[src/rtl/keyscan_pkg.sv]
`default_nettype none
// +--------------------------------------------------------------------------+
// | keyscan_pkg                                                              |
// | Shared key bit indices, row drive codes and press-FSM states for the     |
// | keypad event scanner.                                                    |
// | Rev 1.0                                                                  |
// +--------------------------------------------------------------------------+
package keyscan_pkg;

    // Bit positions in the 16-bit flag word [#,0,*,D,9,8,7,C,6,5,4,B,3,2,1,A]
    localparam int KEY_A    = 0;
    localparam int KEY_1    = 1;
    localparam int KEY_2    = 2;
    localparam int KEY_3    = 3;
    localparam int KEY_B    = 4;
    localparam int KEY_4    = 5;
    localparam int KEY_5    = 6;
    localparam int KEY_6    = 7;
    localparam int KEY_C    = 8;
    localparam int KEY_7    = 9;
    localparam int KEY_8    = 10;
    localparam int KEY_9    = 11;
    localparam int KEY_D    = 12;
    localparam int KEY_STAR = 13;
    localparam int KEY_0    = 14;
    localparam int KEY_HASH = 15;

    localparam logic [3:0] ROW_123  = 4'b0100;
    localparam logic [3:0] ROW_456  = 4'b0010;
    localparam logic [3:0] ROW_789  = 4'b0001;
    localparam logic [3:0] ROW_STAR = 4'b1000;

    typedef logic [1:0] press_state_t;

    localparam press_state_t S_IDLE     = 2'd0;
    localparam press_state_t S_DEBOUNCE = 2'd1;
    localparam press_state_t S_HELD     = 2'd2;
    localparam press_state_t S_RELEASE  = 2'd3;

    function automatic logic [3:0] onehot_to_code(input logic [15:0] v);
        logic [3:0] code;
        code = 4'd0;
        for (int i = 0; i < 16; i++) begin
            if (v[i]) code = code | 4'(i);
        end
        return code;
    endfunction

endpackage
`default_nettype wire

[src/rtl/keyscan_sync.sv]
`default_nettype none
// +--------------------------------------------------------------------------+
// | keyscan_sync                                                             |
// | Parameterised-width two-flop synchroniser, asynchronous reset to zero.   |
// | Rev 1.0                                                                  |
// +--------------------------------------------------------------------------+
module keyscan_sync
    import keyscan_pkg::*;
#(
    parameter int WIDTH = 1
) (
    input  logic             clk,
    input  logic             rst,
    input  logic [WIDTH-1:0] d,
    output logic [WIDTH-1:0] q
);

    logic [WIDTH-1:0] r_meta;
    logic [WIDTH-1:0] r_sync;

    always_ff @(posedge clk or posedge rst) begin
        if (rst) begin
            r_meta <= '0;
            r_sync <= '0;
        end else begin
            r_meta <= d;
            r_sync <= r_meta;
        end
    end

    assign q = r_sync;

endmodule
`default_nettype wire

[src/rtl/keypad_event_scanner.sv]
`default_nettype none
// +--------------------------------------------------------------------------+
// | keypad_event_scanner                                                     |
// | Scans a 4x3 keypad plus A/B/C/D/submit buttons, debounces per frame and  |
// | emits one one-hot key event per press over valid/ready.                  |
// | Optional autorepeat: define KEYSCAN_AUTOREPEAT_EN.                       |
// | Rev 1.0                                                                  |
// +--------------------------------------------------------------------------+
module keypad_event_scanner
    import keyscan_pkg::*;
#(
    parameter int SCAN_DIV        = 250,
    parameter int DEBOUNCE_FRAMES = 3,
    parameter int REPEAT_FRAMES   = 25
) (
    input  logic        clk,
    input  logic        rst,
    input  logic [2:0]  in_from_keypad,
    input  logic        btn_a,
    input  logic        btn_b,
    input  logic        btn_c,
    input  logic        btn_d,
    input  logic        btn_submit,
    input  logic        key_ready,
    output logic [3:0]  out_to_keypad,
    output logic        key_valid,
    output logic [15:0] key_onehot,
    output logic [3:0]  key_code,
    output logic        submit_pulse,
    output logic        overflow
);

    localparam int                  c_slot_w    = (SCAN_DIV > 1) ? $clog2(SCAN_DIV) : 1;
    localparam logic [c_slot_w-1:0] c_slot_last = c_slot_w'(SCAN_DIV - 1);
    localparam int                  c_cnt_w     = $clog2(DEBOUNCE_FRAMES + 1);
    localparam logic [c_cnt_w-1:0]  c_deb       = c_cnt_w'(DEBOUNCE_FRAMES);
    localparam logic [c_cnt_w-1:0]  c_one       = c_cnt_w'(1);
    localparam logic [0:0]          c_sub_armed = 1'b0;
    localparam logic [0:0]          c_sub_fired = 1'b1;
`ifdef KEYSCAN_AUTOREPEAT_EN
    localparam int                  c_rep_w     = $clog2(REPEAT_FRAMES + 1);
    localparam logic [c_rep_w-1:0]  c_rep       = c_rep_w'(REPEAT_FRAMES);
`endif

    logic [2:0]          w_col_n;
    logic [2:0]          w_col;
    logic [2:0]          w_col_bits;
    logic [4:0]          w_btn;
    logic [c_slot_w-1:0] r_slot;
    logic [3:0]          r_row;
    logic                w_slot_end;
    logic                w_frame_end;
    logic [15:0]         r_frame;
    logic [15:0]         w_frame;
    logic                w_empty;
    logic                w_single;
    press_state_t        r_state;
    press_state_t        w_state_nx;
    logic [15:0]         r_cand;
    logic [15:0]         w_cand_nx;
    logic [c_cnt_w-1:0]  r_cnt;
    logic [c_cnt_w-1:0]  w_cnt_nx;
    logic [c_cnt_w-1:0]  w_cnt_inc;
    logic                w_issue;
    logic                w_handshake;
    logic                r_valid;
    logic [15:0]         r_onehot;
    logic [3:0]          r_code;
    logic                r_ovf;
    logic [0:0]          r_sub_state;
    logic [c_cnt_w-1:0]  r_sub_cnt;
    logic [c_cnt_w-1:0]  w_sub_inc;
    logic                r_sub_pulse;
`ifdef KEYSCAN_AUTOREPEAT_EN
    logic [c_rep_w-1:0]  r_rep;
    logic [c_rep_w-1:0]  w_rep_nx;
    logic [c_rep_w-1:0]  w_rep_inc;
`endif

    // Columns idle at 111 ("no key") out of reset: synchronise the inverse.
    keyscan_sync #(.WIDTH(3)) u_col_sync (
        .clk (clk),
        .rst (rst),
        .d   (~in_from_keypad),
        .q   (w_col_n)
    );
    assign w_col = ~w_col_n;

    keyscan_sync #(.WIDTH(5)) u_btn_sync (
        .clk (clk),
        .rst (rst),
        .d   ({btn_submit, btn_d, btn_c, btn_b, btn_a}),
        .q   (w_btn)
    );

    assign w_slot_end  = (r_slot == c_slot_last);
    assign w_frame_end = w_slot_end && (r_row == ROW_STAR);
    // Left column (100) lands on the lowest bit of the row's three-key group.
    assign w_col_bits  = $onehot(w_col) ? {w_col[0], w_col[1], w_col[2]} : 3'b000;

    always_ff @(posedge clk or posedge rst) begin
        if (rst) begin
            r_slot <= '0;
            r_row  <= ROW_123;
        end else if (w_slot_end) begin
            r_slot <= '0;
            case (r_row)
                ROW_123: r_row <= ROW_456;
                ROW_456: r_row <= ROW_789;
                ROW_789: r_row <= ROW_STAR;
                default: r_row <= ROW_123;
            endcase
        end else begin
            r_slot <= r_slot + 1'b1;
        end
    end

    always_comb begin
        w_frame = r_frame;
        if (w_slot_end) begin
            case (r_row)
                ROW_123: w_frame[KEY_1 +: 3] = w_col_bits;
                ROW_456: w_frame[KEY_4 +: 3] = w_col_bits;
                ROW_789: w_frame[KEY_7 +: 3] = w_col_bits;
                ROW_STAR: begin
                    w_frame[KEY_STAR +: 3] = w_col_bits;
                    w_frame[KEY_A]         = w_btn[0];
                    w_frame[KEY_B]         = w_btn[1];
                    w_frame[KEY_C]         = w_btn[2];
                    w_frame[KEY_D]         = w_btn[3];
                end
                default: w_frame = r_frame;
            endcase
        end
    end

    always_ff @(posedge clk or posedge rst) begin
        if (rst) begin
            r_frame <= '0;
        end else if (w_frame_end) begin
            r_frame <= '0;
        end else begin
            r_frame <= w_frame;
        end
    end

    assign w_empty   = (w_frame == 16'h0000);
    assign w_single  = $onehot(w_frame);
    assign w_cnt_inc = r_cnt + 1'b1;
`ifdef KEYSCAN_AUTOREPEAT_EN
    assign w_rep_inc = r_rep + 1'b1;
`endif

    always_comb begin
        w_state_nx = r_state;
        w_cand_nx  = r_cand;
        w_cnt_nx   = r_cnt;
        w_issue    = 1'b0;
`ifdef KEYSCAN_AUTOREPEAT_EN
        // Any frame that is not a continued hold of the same key restarts the period.
        w_rep_nx   = w_frame_end ? '0 : r_rep;
`endif
        if (w_frame_end) begin
            case (r_state)
                S_IDLE: begin
                    if (w_single) begin
                        w_cand_nx = w_frame;
                        w_cnt_nx  = c_one;
                        if (c_deb == c_one) begin
                            w_issue    = 1'b1;
                            w_state_nx = S_HELD;
                        end else begin
                            w_state_nx = S_DEBOUNCE;
                        end
                    end
                end
                S_DEBOUNCE: begin
                    if (w_single && (w_frame == r_cand)) begin
                        w_cnt_nx = w_cnt_inc;
                        if (w_cnt_inc == c_deb) begin
                            w_issue    = 1'b1;
                            w_state_nx = S_HELD;
                        end
                    end else begin
                        w_state_nx = S_IDLE;
                    end
                end
                S_HELD: begin
                    if (w_empty) begin
                        w_cnt_nx   = c_one;
                        w_state_nx = (c_deb == c_one) ? S_IDLE : S_RELEASE;
                    end
`ifdef KEYSCAN_AUTOREPEAT_EN
                    else if (w_frame == r_cand) begin
                        if (w_rep_inc == c_rep) begin
                            w_issue  = 1'b1;
                            w_rep_nx = '0;
                        end else begin
                            w_rep_nx = w_rep_inc;
                        end
                    end
`endif
                end
                S_RELEASE: begin
                    if (w_empty) begin
                        w_cnt_nx = w_cnt_inc;
                        if (w_cnt_inc == c_deb) w_state_nx = S_IDLE;
                    end else begin
                        w_state_nx = S_HELD;
                    end
                end
                default: w_state_nx = S_IDLE;
            endcase
        end
    end

    always_ff @(posedge clk or posedge rst) begin
        if (rst) begin
            r_state <= S_IDLE;
            r_cand  <= '0;
            r_cnt   <= '0;
`ifdef KEYSCAN_AUTOREPEAT_EN
            r_rep   <= '0;
`endif
        end else begin
            r_state <= w_state_nx;
            r_cand  <= w_cand_nx;
            r_cnt   <= w_cnt_nx;
`ifdef KEYSCAN_AUTOREPEAT_EN
            r_rep   <= w_rep_nx;
`endif
        end
    end

    // A slot freed by this cycle's handshake can take a new event immediately.
    assign w_handshake = r_valid & key_ready;

    always_ff @(posedge clk or posedge rst) begin
        if (rst) begin
            r_valid  <= 1'b0;
            r_onehot <= '0;
            r_code   <= '0;
            r_ovf    <= 1'b0;
        end else if (w_issue && (!r_valid || w_handshake)) begin
            r_valid  <= 1'b1;
            r_onehot <= w_cand_nx;
            r_code   <= onehot_to_code(w_cand_nx);
        end else begin
            if (w_issue)     r_ovf   <= 1'b1;
            if (w_handshake) r_valid <= 1'b0;
        end
    end

    assign w_sub_inc = r_sub_cnt + 1'b1;

    always_ff @(posedge clk or posedge rst) begin
        if (rst) begin
            r_sub_state <= c_sub_armed;
            r_sub_cnt   <= '0;
            r_sub_pulse <= 1'b0;
        end else begin
            r_sub_pulse <= 1'b0;
            if (w_frame_end) begin
                if (r_sub_state == c_sub_armed) begin
                    if (!w_btn[4]) begin
                        r_sub_cnt <= '0;
                    end else if (w_sub_inc == c_deb) begin
                        r_sub_pulse <= 1'b1;
                        r_sub_state <= c_sub_fired;
                        r_sub_cnt   <= '0;
                    end else begin
                        r_sub_cnt <= w_sub_inc;
                    end
                end else begin
                    if (w_btn[4]) begin
                        r_sub_cnt <= '0;
                    end else if (w_sub_inc == c_deb) begin
                        r_sub_state <= c_sub_armed;
                        r_sub_cnt   <= '0;
                    end else begin
                        r_sub_cnt <= w_sub_inc;
                    end
                end
            end
        end
    end

    assign out_to_keypad = r_row;
    assign key_valid     = r_valid;
    assign key_onehot    = r_onehot;
    assign key_code      = r_code;
    assign submit_pulse  = r_sub_pulse;
    assign overflow      = r_ovf;

endmodule
`default_nettype wire

[config.mk]
export PLATFORM = sky130hd
export DESIGN_NAME = keypad_event_scanner
export DESIGN_NICKNAME = d
export VERILOG_FILES = /design/src/rtl/keyscan_pkg.sv /design/src/rtl/keyscan_sync.sv /design/src/rtl/keypad_event_scanner.sv
export SDC_FILE = /design/constraint.sdc
export NUM_CORES = 1
export LEC_CHECK = 0
export CAP_MARGIN = 20
export CORE_AREA = 2 2 104 106
export CTS_CLUSTER_SIZE = 14
export DETAILED_ROUTE_END_ITERATION = 6
export DIE_AREA = 0 0 106 108
export PLACE_DENSITY = 0.66
export SLEW_MARGIN = 20
export SYNTH_ARGS = -nofsm -noshare
export SYNTH_HDL_FRONTEND = slang
export SYNTH_SLANG_ARGS = --single-unit
[constraint.sdc]
create_clock -name clk -period 6.55 [get_ports clk]
set_input_delay 1.31 -clock clk [delete_from_list [all_inputs] [get_ports clk]]
set_output_delay 1.31 -clock clk [all_outputs]
set_load 0.005 [all_outputs]
# Word-level counts from Yosys, hierarchy flattened
# Index checks and enable logic that the tools add are counted.
# Widths: inputs -> output; s select.
totals:
  regBits: 90
  input_bits: 11
  wordCells: 129
op_classes:
  n_addsub: 20
  eq_ne: 19
  mux: 58
  n_bitwise: 4
  reduce_logical: 11
ops:
  columns: ["cell", "count"]
  rows:
  - ["$mux 16", 5]
  - ["$mux 4", 9]
  - ["$mux 2", 15]
  - ["$mux 3", 8]
  - ["$add 1x1->2", 9]
  - ["$mux 1", 17]
  - ["$eq 16x16->1", 1]
  - ["$logic_not 16->1", 1]
  - ["$pmux 2 s4", 2]
  - ["$add 2x2->3", 4]
  - ["$pmux 4 s3", 1]
  - ["$reduce_and 5->1", 2]
  - ["$add 3x3->4", 2]
  - ["$add 8x1->8 const B", 1]
  - ["$eq 2x2->1 const B", 4]
  - ["$eq 8x8->1 const B", 1]
  - ["$mux 8", 1]
  - ["$ne 2x2->1 const B", 4]
  - ["$ne 3x3->1 const B", 2]
  - ["$not 3->3", 2]
  - ["$add 4x4->5", 1]
  - ["$eq 5x1->1 const B", 1]
  - ["$add 2x1->2 const B", 2]
  - ["$eq 2x1->1 const B", 2]
  - ["other kinds (13)", 15]

# Logic depth before layout (Yosys ltp)
# Gate-level depths: netlist (run 1).
depth:
  ltp_word: 30
  ltp_mapped: 27
  mapped_depth_nobuf: 24

# Hierarchy
# From an unflattened synthesis (run 1), not the netlist that was laid out.
unflattened:
  cells_unflattened: 392
  area_unflattened_um2: 4579.4
by_module_without_submodules:
  columns: ["mod", "n_inst", "cells_per_inst", "area_per_inst_um2", "seq_area_each_um2"]
  rows:
  - ["keypad_event_scanner", 1, 374, 4171.5, 1853.0]
  - ["keyscan_sync at u_btn_sync", 1, 11, 254.0, 250.2]
  - ["keyscan_sync at u_col_sync", 1, 7, 153.9, 150.1]

# Worst setup path after synthesis (run 1)
# OpenSTA, ideal clock, no wires.
synth_timing:
  kind: "register to register"
  startpoint: "register r_row[0] (netlist: out_to_keypad[0])"
  endpoint: "register r_code[0] (netlist: key_code[0])"
  setup_ps: 125
  arrival_time_ps: 6366
  t_required_ps: 6425
  setup_slack_ps: 58
  stages_incl_launch_ff: 25
  synth_period_minus_slack_ps: 6492
  path_cell_list: "dfrtp_1 -> buf_6 -> or4b_2 -> nor3_4 -> mux2i_1 -> inv_1 -> fa_1 -> inv_1 -> fa_1 -> inv_1 -> fa_1 -> inv_1 -> fa_1 -> inv_1 -> ha_1 -> fa_1 -> nor4b_1 -> o211a_1 -> and4_1 -> buf_2 -> buf_2 -> a21oi_1 -> nor4_1 -> nand2_1 -> mux2_4"
synth_rtl:
  columns: ["item", "line", "text"]
  rows:
  - ["start, declared", "keypad_event_scanner.sv:50", "logic [3:0] r_row;"]
  - ["start signal, assigned", "keypad_event_scanner.sv:104", "r_row <= ROW_123;"]
  - ["start signal, assigned", "keypad_event_scanner.sv:108", "ROW_123: r_row <= ROW_456;"]
  - ["start signal, assigned", "keypad_event_scanner.sv:109", "ROW_456: r_row <= ROW_789;"]
  - ["$eq 4x4->1 (tied with other cells)", "keypad_event_scanner.sv:97, keypad_event_scanner.sv:121", null]
  - ["$mux 1 (tied with other cells)", "keypad_event_scanner.sv:121", "case (r_row)"]
  - ["$mux 16", "keypad_event_scanner.sv:120", "if (w_slot_end) begin"]
  - ["$add 1x1->2 (not written as such)", "keypad_event_scanner.sv:148", "assign w_single = $onehot(w_frame);"]
  - ["$add 2x2->3 (not written as such)", "keypad_event_scanner.sv:148", null]
  - ["$add 3x3->4 (not written as such)", "keypad_event_scanner.sv:148", null]
  - ["$add 4x4->5 (not written as such)", "keypad_event_scanner.sv:148", null]
  - ["$eq 5x1->1", "keypad_event_scanner.sv:148", null]
  - ["$mux 16", "keypad_event_scanner.sv:166", "if (w_single) begin"]
  - ["$mux 16", "keypad_event_scanner.sv:164", "case (r_state)"]
  - ["$mux 16 *", "keypad_event_scanner.sv:163", "if (w_frame_end) begin"]
  - ["via w_cand_nx[11]", "keypad_event_scanner.sv:60", "logic [15:0] w_cand_nx;"]
  - ["$mux 4 * (5 in a row)", "keyscan_pkg.sv:44", "if (v[i]) code = code | 4'(i);"]
  - ["end signal, assigned", "keypad_event_scanner.sv:247", "r_code <= onehot_to_code(w_cand_nx);"]
  - ["end, declared", "keypad_event_scanner.sv:68", "logic [3:0] r_code;"]
# Mark *: on every way through the listed nets, which the timed path passes. The rest lies on a longest branch.
# A chain may end at the register's enable or synchronous reset.

# Worst setup path in the final report (run 1)
layout_timing:
  startpoint: "register r_row[0] (netlist: out_to_keypad[0])"
  endpoint: "register r_onehot[10] (netlist: key_onehot[10])"
layout_via:
  elab_chain_len: 13
layout_rtl:
  columns: ["item", "line", "text"]
  rows:
  - ["$eq 4x4->1 (tied with other cells)", "keypad_event_scanner.sv:97, keypad_event_scanner.sv:121", null]
  - ["$mux 1 (tied with other cells)", "keypad_event_scanner.sv:121", null]
  - ["$mux 16", "keypad_event_scanner.sv:120", null]
  - ["$add 1x1->2 (not written as such)", "keypad_event_scanner.sv:148", null]
  - ["$add 2x2->3 (not written as such)", "keypad_event_scanner.sv:148", null]
  - ["$add 3x3->4 (not written as such)", "keypad_event_scanner.sv:148", null]
  - ["$add 4x4->5 (not written as such)", "keypad_event_scanner.sv:148", null]
  - ["$eq 5x1->1", "keypad_event_scanner.sv:148", null]
  - ["$logic_and 1x1->1", "keypad_event_scanner.sv:178", "if (w_single && (w_frame == r_cand)) begin"]
  - ["$mux 1", "keypad_event_scanner.sv:178", null]
  - ["$mux 1", "keypad_event_scanner.sv:164", null]
  - ["$mux 1", "keypad_event_scanner.sv:163", null]
  - ["$logic_and 1x1->1", "keypad_event_scanner.sv:244", "end else if (w_issue && (!r_valid || w_handshake)) begin"]
  - ["end signal, assigned", "keypad_event_scanner.sv:246", "r_onehot <= w_cand_nx;"]
  - ["end, declared", "keypad_event_scanner.sv:67", "logic [15:0] r_onehot;"]
# Several ways; a longest one is shown, not always the timed one.

==> results of run 1 <==
sequential cells by signal, indices dropped and copies added, names as in the netlist, 3 cells and up, named ones only:
register,flops
r_slot,8
out_to_keypad,4
r_frame,16
key_code,4
u_btn_sync.q,5
u_btn_sync.r_meta,5
u_col_sync.r_meta,3
key_onehot,16
r_cand,16
u_col_sync.q,3
critical path: cells and delay by family, from the launching register on:
family | cells | cell delay, ns
DFF | 1 | 0.42
buffers and inverters | 8 | 0.75
and+or+nand+nor | 7 | 1.85
adders and majority gates | 6 | 2.66
AOI/OAI and AO/OA | 3 | 0.50
muxes | 1 | 0.29
worst max-delay path by stage:
| stage | startpoint | to | slack, ns | cells after the start |
|---|---|---|---|---|
| floorplan | out_to_keypad[0]$_DFFE_PP0N_ | key_code[0]$_DFFE_PP0P_ | 0.06 | 24 |
| global placement | out_to_keypad[1]$_DFFE_PP0N_ | key_code[1]$_DFFE_PP0P_ | -0.14 | 19 |
| detailed placement | out_to_keypad[1]$_DFFE_PP0N_ | key_code[3]$_DFFE_PP0P_ | -0.24 | 19 |
| CTS | out_to_keypad[0]$_DFFE_PP0N_ | key_onehot[13]$_DFFE_PP0P_ | 0.002 | 24 |
| global route | out_to_keypad[3]$_DFFE_PP0N_ | key_code[2]$_DFFE_PP0P_ | -0.30 | 24 |
| finish | out_to_keypad[0]$_DFFE_PP0N_ | key_onehot[10]$_DFFE_PP0P_ | -0.03 | 25 |
report_power, final:
| group | internal [mW] | switching (mW) |
|---|---|---|
| sequential | 0.560 | 0.00225 |
| combinational | 0.0124 | 0.0183 |
| clock | 0.215 | 0.200 |
stage by stage:
stage	std cells	hold slack, ns
2_1_floorplan	396	0.3312
3_3_place_gp	615	0.3318
3_5_place_dp	615	0.3347
4_1_cts	633	0.3544
5_1_grt	643	0.3602
6_report	643	0.3529
cells in the final DEF, fill, tap and decap left out, types with 3 or more instances in the layout:
master           count
dfrtp_1             89
buf_4               67
nor2_1              43
clkdlybuf4s50_1     37
inv_1               25
mux2_4              23
a21oi_1             20
nand2_1             17
nand3_1             11
fa_1                10
clkbuf_8             9
mux2i_1              8
o21ai_0              8
ha_1                 8
xnor2_1              7
xor2_1               7
nor3b_1              6
and2_1               6
nand4_1              5
nor4b_1              5
inv_2                5
or4b_4               4
mux2_2               4
o31ai_1              4
nor4_1               4
clkinv_2             4
a21o_1               4
buf_6                4
nor3_4               3
nand2b_1             3
o31a_1               3
or3_1                3
a22oi_1              3
nor3_1               3
repair_timing:
action / 4_1_cts / 5_1_grt
buffers inserted: 2 / 9
gates cloned: 0 / 2
setup endpoints to repair: 15 / 26
pin swaps: 0 / 18
gates resized for setup: 3 / 33
layout make-up:
type | count | area [µm²] | share of cell area (%)
multi-input combinational | 260 | 2203 | 37.19
sequential | 90 | 2253 | 38.04
tap | 136 | 170.2 | 2.872
timing repair buffer | 110 | 963.4 | 16.26
inverter | 31 | 117.6 | 1.985
clock buffer | 9 | 123.9 | 2.091
clock inverter | 7 | 92.59 | 1.563
cell families (layout without fill, tap and decap cells):
kind of cell / count (synthesis) / count (layout) / share of synthesized area, %
DFF: 90 / 90 / 49.72
buffers and inverters: 46 / 157 / 4.500
AOI/OAI and AO/OA: 58 / 58 / 8.422
muxes: 38 / 38 / 10.80
and+or+nand+nor: 130 / 130 / 16.51
adders and majority gates: 20 / 20 / 7.344
xor gates and xnor gates: 14 / 14 / 2.706
layer usage:
metal	GRT usage, %	part of all wire [%]	routed length, µm	vias to the layer above
li1	-	-	-	1588
met2	31.34	49	5185	94
met1	26.03	44	4656	1693
met5	0	0	0	-
met3	3.376	4.2	439	22
met4	6.861	2.2	236	0
==> flow_metrics.py, run 1 <==
metrics = {
    "grt": {
        "grt_pass1_wl_mm": 17.22,
        "antenna_found_initial": 0,
        "first_global_vias": 3475,
        "grt_overflow": 0,
        "grtUsageTotal_pct": 19.21,
        "grt_max_degree": 49,
    },
    "clock_network": {
        "cts_sinks": 90,
        "cts_tree": "done",
        "hold_buffers": 0,
        "cts_root_buf": "clkbuf_8",
        "cts_buffers": 9,
        "clkLatencyLatePin_ns": 0.36,
        "ctsHtreeMaxLevel": 3,
        "clk_pin_slew_ns": 0.09,
        "clock_path_buffers": 2,
    },
    "setup_path": {
        "cp_common_cell": "fa_1",
        "r2r_start": "out_to_keypad[0]$_DFFE_PP0N_",
        "criticalPathCategory": "reg2reg",
        "cp-end-kind": "flop",
        "r2r-end": "key_onehot[10]$_DFFE_PP0P_",
        "worst_path_max_delay_cell": "fa_1",
        "worst_path_largest_cell_delay_ns": 0.55,
        "critPathLaunchType": "flop",
        "crit_required_ns": 6.80,
        "ff2ff_setup_slack_ns": -0.03,
        "crit_fanout": 5,
        "cp.arrival_ns": 6.83,
        "rr_worst_depth": 25,
    },
    "timing": {
        "rsz0062_at_grt": "yes",
        "finalSetupViolCount": 18,
        "maxSlewViolCount": 0,
        "skew_ns": 0.009482,
        "tightest_slew_ns": 0.7169,
        "tns_ns": -0.2964,
        "slew_headroom_pct": 52.15,
        "hold_violations": 0,
        "fin_crit_ns": 6.581,
        "worst_slack_ns": -0.03122,
        "period_share_pct": 100.5,
        "clock.fmax_mhz": 151.9,
    },
    "synthesis": {
        "synth_edf_count": 0,
        "synthArstFlopShare_pct": 100.0,
        "synth_cell_type_count": 56,
        "synth.top_cell.area_share_pct": 49.14,
        "synth_top_cell_by_area": "dfrtp_1",
        "ys_top_cells_by_area": "dfrtp_1, mux2_4, fa_1",
        "synth_seq_cells": 90,
        "yosysMostFrequentCell": "dfrtp_1",
        "synth_common_cells": "dfrtp_1, nor2_1, inv_1",
        "syn-num-nets": 427,
        "netlist_instances": 396,
        "synth_ff_type": "dfrtp_1",
        "yosysWarnings": 0,
        "yosysSeqAreaShare_pct": 49.72,
        "postSynthAreaPerCell_um2": 11.44,
        "netlist_area_mm2": 0.004532,
    },
    "placed_design": {
        "io_buffer_count": 37,
        "post_dp_cell_area_mm2": 0.005456,
        "routabilityCongestion": 0.9184,
        "place_ws_ns": -0.2429,
        "dp_hpwl_mm": 7.453,
    },
    "pwr": {
        "peakVddDrop_mv": 0.1099,
        "p_leak_nw": 2.946,
        "power_mw": 1.008,
        "power_density_mw_per_mm2": 170.1,
    },
    "finish": {
        "design_area_mm2": 0.005924,
        "nets": 533,
        "antenna_cells": 0,
        "layout-drive-gt1-share_pct": 29.59,
        "nFillCells": 840,
        "area_delta_synth_final_pct": 30.73,
        "fin_util_pct": 57.91,
    },
    "detailed_routing": {
        "drtIter0Drc": 195,
        "drt_pass1_iterations": 5,
        "via_per_inst": 5.283,
        "wl_mm": 10.52,
        "ant_nets": 0,
        "route.vias.total": 3397,
        "drc_errors": 0,
        "drt-wirelength-per-cell_um": 16.36,
    },
    "run_status": {
        "status": "finished with violations",
        "violations": "negative setup slack",
    },
    "floorplanning": {
        "ioPinCount": 38,
        "die_area_mm2": 0.01145,
        "core-area_mm2": 0.01023,
        "rows": 37,
        "die_y_um": 108,
        "dieWidth_um": 106,
        "start_util_pct": 44.29,
    },
    "worst_hold_path": {
        "holdPathEnd": "u_col_sync.q[2]$_DFF_PP0_",
        "min-delay-start": "u_col_sync.r_meta[2]$_DFF_PP0_",
        "hp-class": "reg2reg",
        "hold_depth": 0,
    },
    "flow_run": {
        "maxCapViolations": 0,
    },
}
Note: power is estimated with default switching activity, not from simulation.
==> run 2: changes to the inputs <==
CTS_BUF_LIST = sky130_fd_sc_hd__clkbuf_4   (was not set)
CTS_CLUSTER_SIZE = not set   (was 14)
==> flow_metrics.py, run 2 (synthesis results as in run 1) <==
metrics = {
    "worst_hold_path": {
        "holdPathEnd": "u_btn_sync.q[2]$_DFF_PP0_",
        "hp-class": "reg2reg",
        "min-delay-start": "u_btn_sync.r_meta[2]$_DFF_PP0_",
        "hold_depth": 0,
    },
    "floorplanning": {
        "dieWidth_um": 106,
        "die_area_mm2": 0.01145,
        "die_y_um": 108,
        "core-area_mm2": 0.01023,
        "ioPinCount": 38,
        "rows": 37,
        "start_util_pct": 44.29,
    },
    "setup_path": {
        "crit_required_ns": 6.90,
        "rr_worst_depth": 23,
        "crit_fanout": 5,
        "worst_path_max_delay_cell": "dfstp_2",
        "ff2ff_setup_slack_ns": -0.1,
        "r2r-end": "key_code[2]$_DFFE_PP0P_",
        "worstPathCellList": "or4b_4 -> nor3_4 -> buf_6 -> mux2i_4 -> fa_1 -> fa_1 -> inv_1 -> fa_1 -> inv_2 -> fa_1 -> inv_2 -> ha_4 -> fa_1 -> nor4b_2 -> o211a_1 -> buf_6 -> o221ai_2 -> nor3_2 -> nand4_1 -> nor4_4 -> nand3_4 -> clkbuf_16 -> mux2_4",
        "worstPathBufferInverterCount": 6,
        "critPathLaunchType": "flop",
        "cp_common_cell": "fa_1",
        "cp.arrival_ns": 7.00,
        "criticalPathCategory": "reg2reg",
        "worst_path_largest_cell_delay_ns": 0.60,
        "cp-end-kind": "flop",
        "r2r_start": "out_to_keypad[2]$_DFFE_PP1N_",
        "crit_family": "adder cells",
    },
    "timing": {
        "holdWs_ns": 0.3623,
        "skew_ns": 0.01701,
        "clock.fmax_mhz": 150.5,
        "period_share_pct": 101.5,
        "slew_headroom_pct": 52.19,
        "tns_ns": -1.513,
        "fin_crit_ns": 6.645,
        "tightest_slew_ns": 0.7163,
        "maxSlewViolCount": 0,
        "finalSetupViolCount": 20,
        "worst_slack_ns": -0.09504,
        "hold_violations": 0,
        "rsz0062_at_grt": "yes",
    },
    "finish": {
        "nets": 536,
        "fin_util_pct": 57.92,
        "layout-drive-gt1-share_pct": 29.80,
        "area_delta_synth_final_pct": 30.76,
        "mostFrequentLayoutCell": "dfrtp_1",
        "antenna_cells": 0,
        "nFillCells": 851,
        "layout_common_cells": "dfrtp_1, buf_4, nor2_1",
    },
    "placed_design": {
        "routabilityCongestion": 0.9184,
        "io_buffer_count": 37,
        "dp_hpwl_mm": 7.453,
    },
    "detailed_routing": {
        "drt_pass1_iterations": 5,
        "drtIter0Drc": 280,
        "drt-wirelength-per-cell_um": 16.65,
        "ant_nets": 0,
        "route.vias.total": 3413,
        "drc_errors": 0,
        "via_per_inst": 5.283,
        "wl_mm": 10.76,
    },
    "clock_network": {
        "cts_tree": "done",
        "ctsHtreeMaxLevel": 3,
        "clk_pin_slew_ns": 0.15,
        "clock_path_buffers": 2,
        "cts_root_buf": "clkbuf_4",
        "cts_sinks": 90,
        "cts_buffers": 9,
        "clkLatencyLatePin_ns": 0.45,
        "hold_buffers": 0,
    },
    "run_status": {
        "violations": "negative setup slack",
        "status": "finished with violations",
    },
    "grt": {
        "first_global_vias": 3469,
        "met1_usage_pct": 25.48,
        "busiest_layer": "met2",
        "grt_max_degree": 49,
        "met2_usage_pct": 32.07,
        "grt_pass1_wl_mm": 17.17,
        "grtUsageMet3_pct": 3.436,
        "antenna_found_initial": 0,
        "grt_overflow": 0,
        "grtUsageTotal_pct": 19.14,
    },
    "flow_run": {
        "maxCapViolations": 0,
    },
    "pwr": {
        "p_leak_nw": 2.967,
        "power_uw": 943.9,
        "power_density_mw_per_mm2": 159.3,
        "peakVddDrop_mv": 0.09840,
    },
}
==> run 2: changes by cell type in the layout (fill, tap and decap cells not counted), sizes merged <==
| cell | delta |
|---|---|
| buf | +2 |
| clkbuf | +1 |
==> run 2: worst max-delay path by stage <==
stage,from,cells past startpoint,to
2_1_floorplan,out_to_keypad[0]$_DFFE_PP0N_,24,key_code[0]$_DFFE_PP0P_
3_3_place_gp,out_to_keypad[1]$_DFFE_PP0N_,19,key_code[1]$_DFFE_PP0P_
3_5_place_dp,out_to_keypad[1]$_DFFE_PP0N_,19,key_code[3]$_DFFE_PP0P_
4_1_cts,out_to_keypad[0]$_DFFE_PP0N_,24,key_onehot[13]$_DFFE_PP0P_
5_1_grt,out_to_keypad[3]$_DFFE_PP0N_,24,key_onehot[5]$_DFFE_PP0P_
6_report,out_to_keypad[2]$_DFFE_PP1N_,23,key_code[2]$_DFFE_PP0P_
==> run 2: layout make-up <==
cell class | instances | area (µm²) | share of cell area (%)
Timing Repair Buffer | 113 | 1007 | 17.00
Inverter | 31 | 117.6 | 1.985
Sequential cell | 90 | 2253 | 38.03
Clock buffer | 9 | 67.56 | 1.140
Tap cell | 136 | 170.2 | 2.872
Clock inverter | 7 | 92.59 | 1.563
Multi-Input combinational cell | 260 | 2217 | 37.42
==> run 2: per-stage QoR <==
stage | instance area [µm²] | worst slack (ns) | cells
final | 5926 | -0.09504 | 646
after CTS | 5648 | 0.005058 | 634
after floorplan | 4532 | 0.05844 | 396
after global placement | 5456 | -0.1422 | 615
after detailed placement | 5456 | -0.2429 | 615
after global routing | 5926 | -0.3187 | 646
==> run 2: routing by layer <==
layer	up-vias	part of all wire, %
met4	0	2.2
met2	95	49
met5	-	0
li1	1595	-
met1	1703	44
met3	20	5.1
==> run 2: where the power goes <==
part           internal (mW)  switching [mW]  total [mW]  leakage (nW)
Combinational         0.0124          0.0186      0.0310          1.67
Sequential             0.561         0.00225       0.563          1.20
Clock                  0.155           0.195       0.350        0.0901
Total                  0.728           0.216       0.944          2.97
==> run 2: repair_timing <==
action,CTS,global route
endpoints found under the setup margin,20,26
cloned,0,3
pin swaps,0,20
gates resized for setup,4,35
setup buffers,3,10
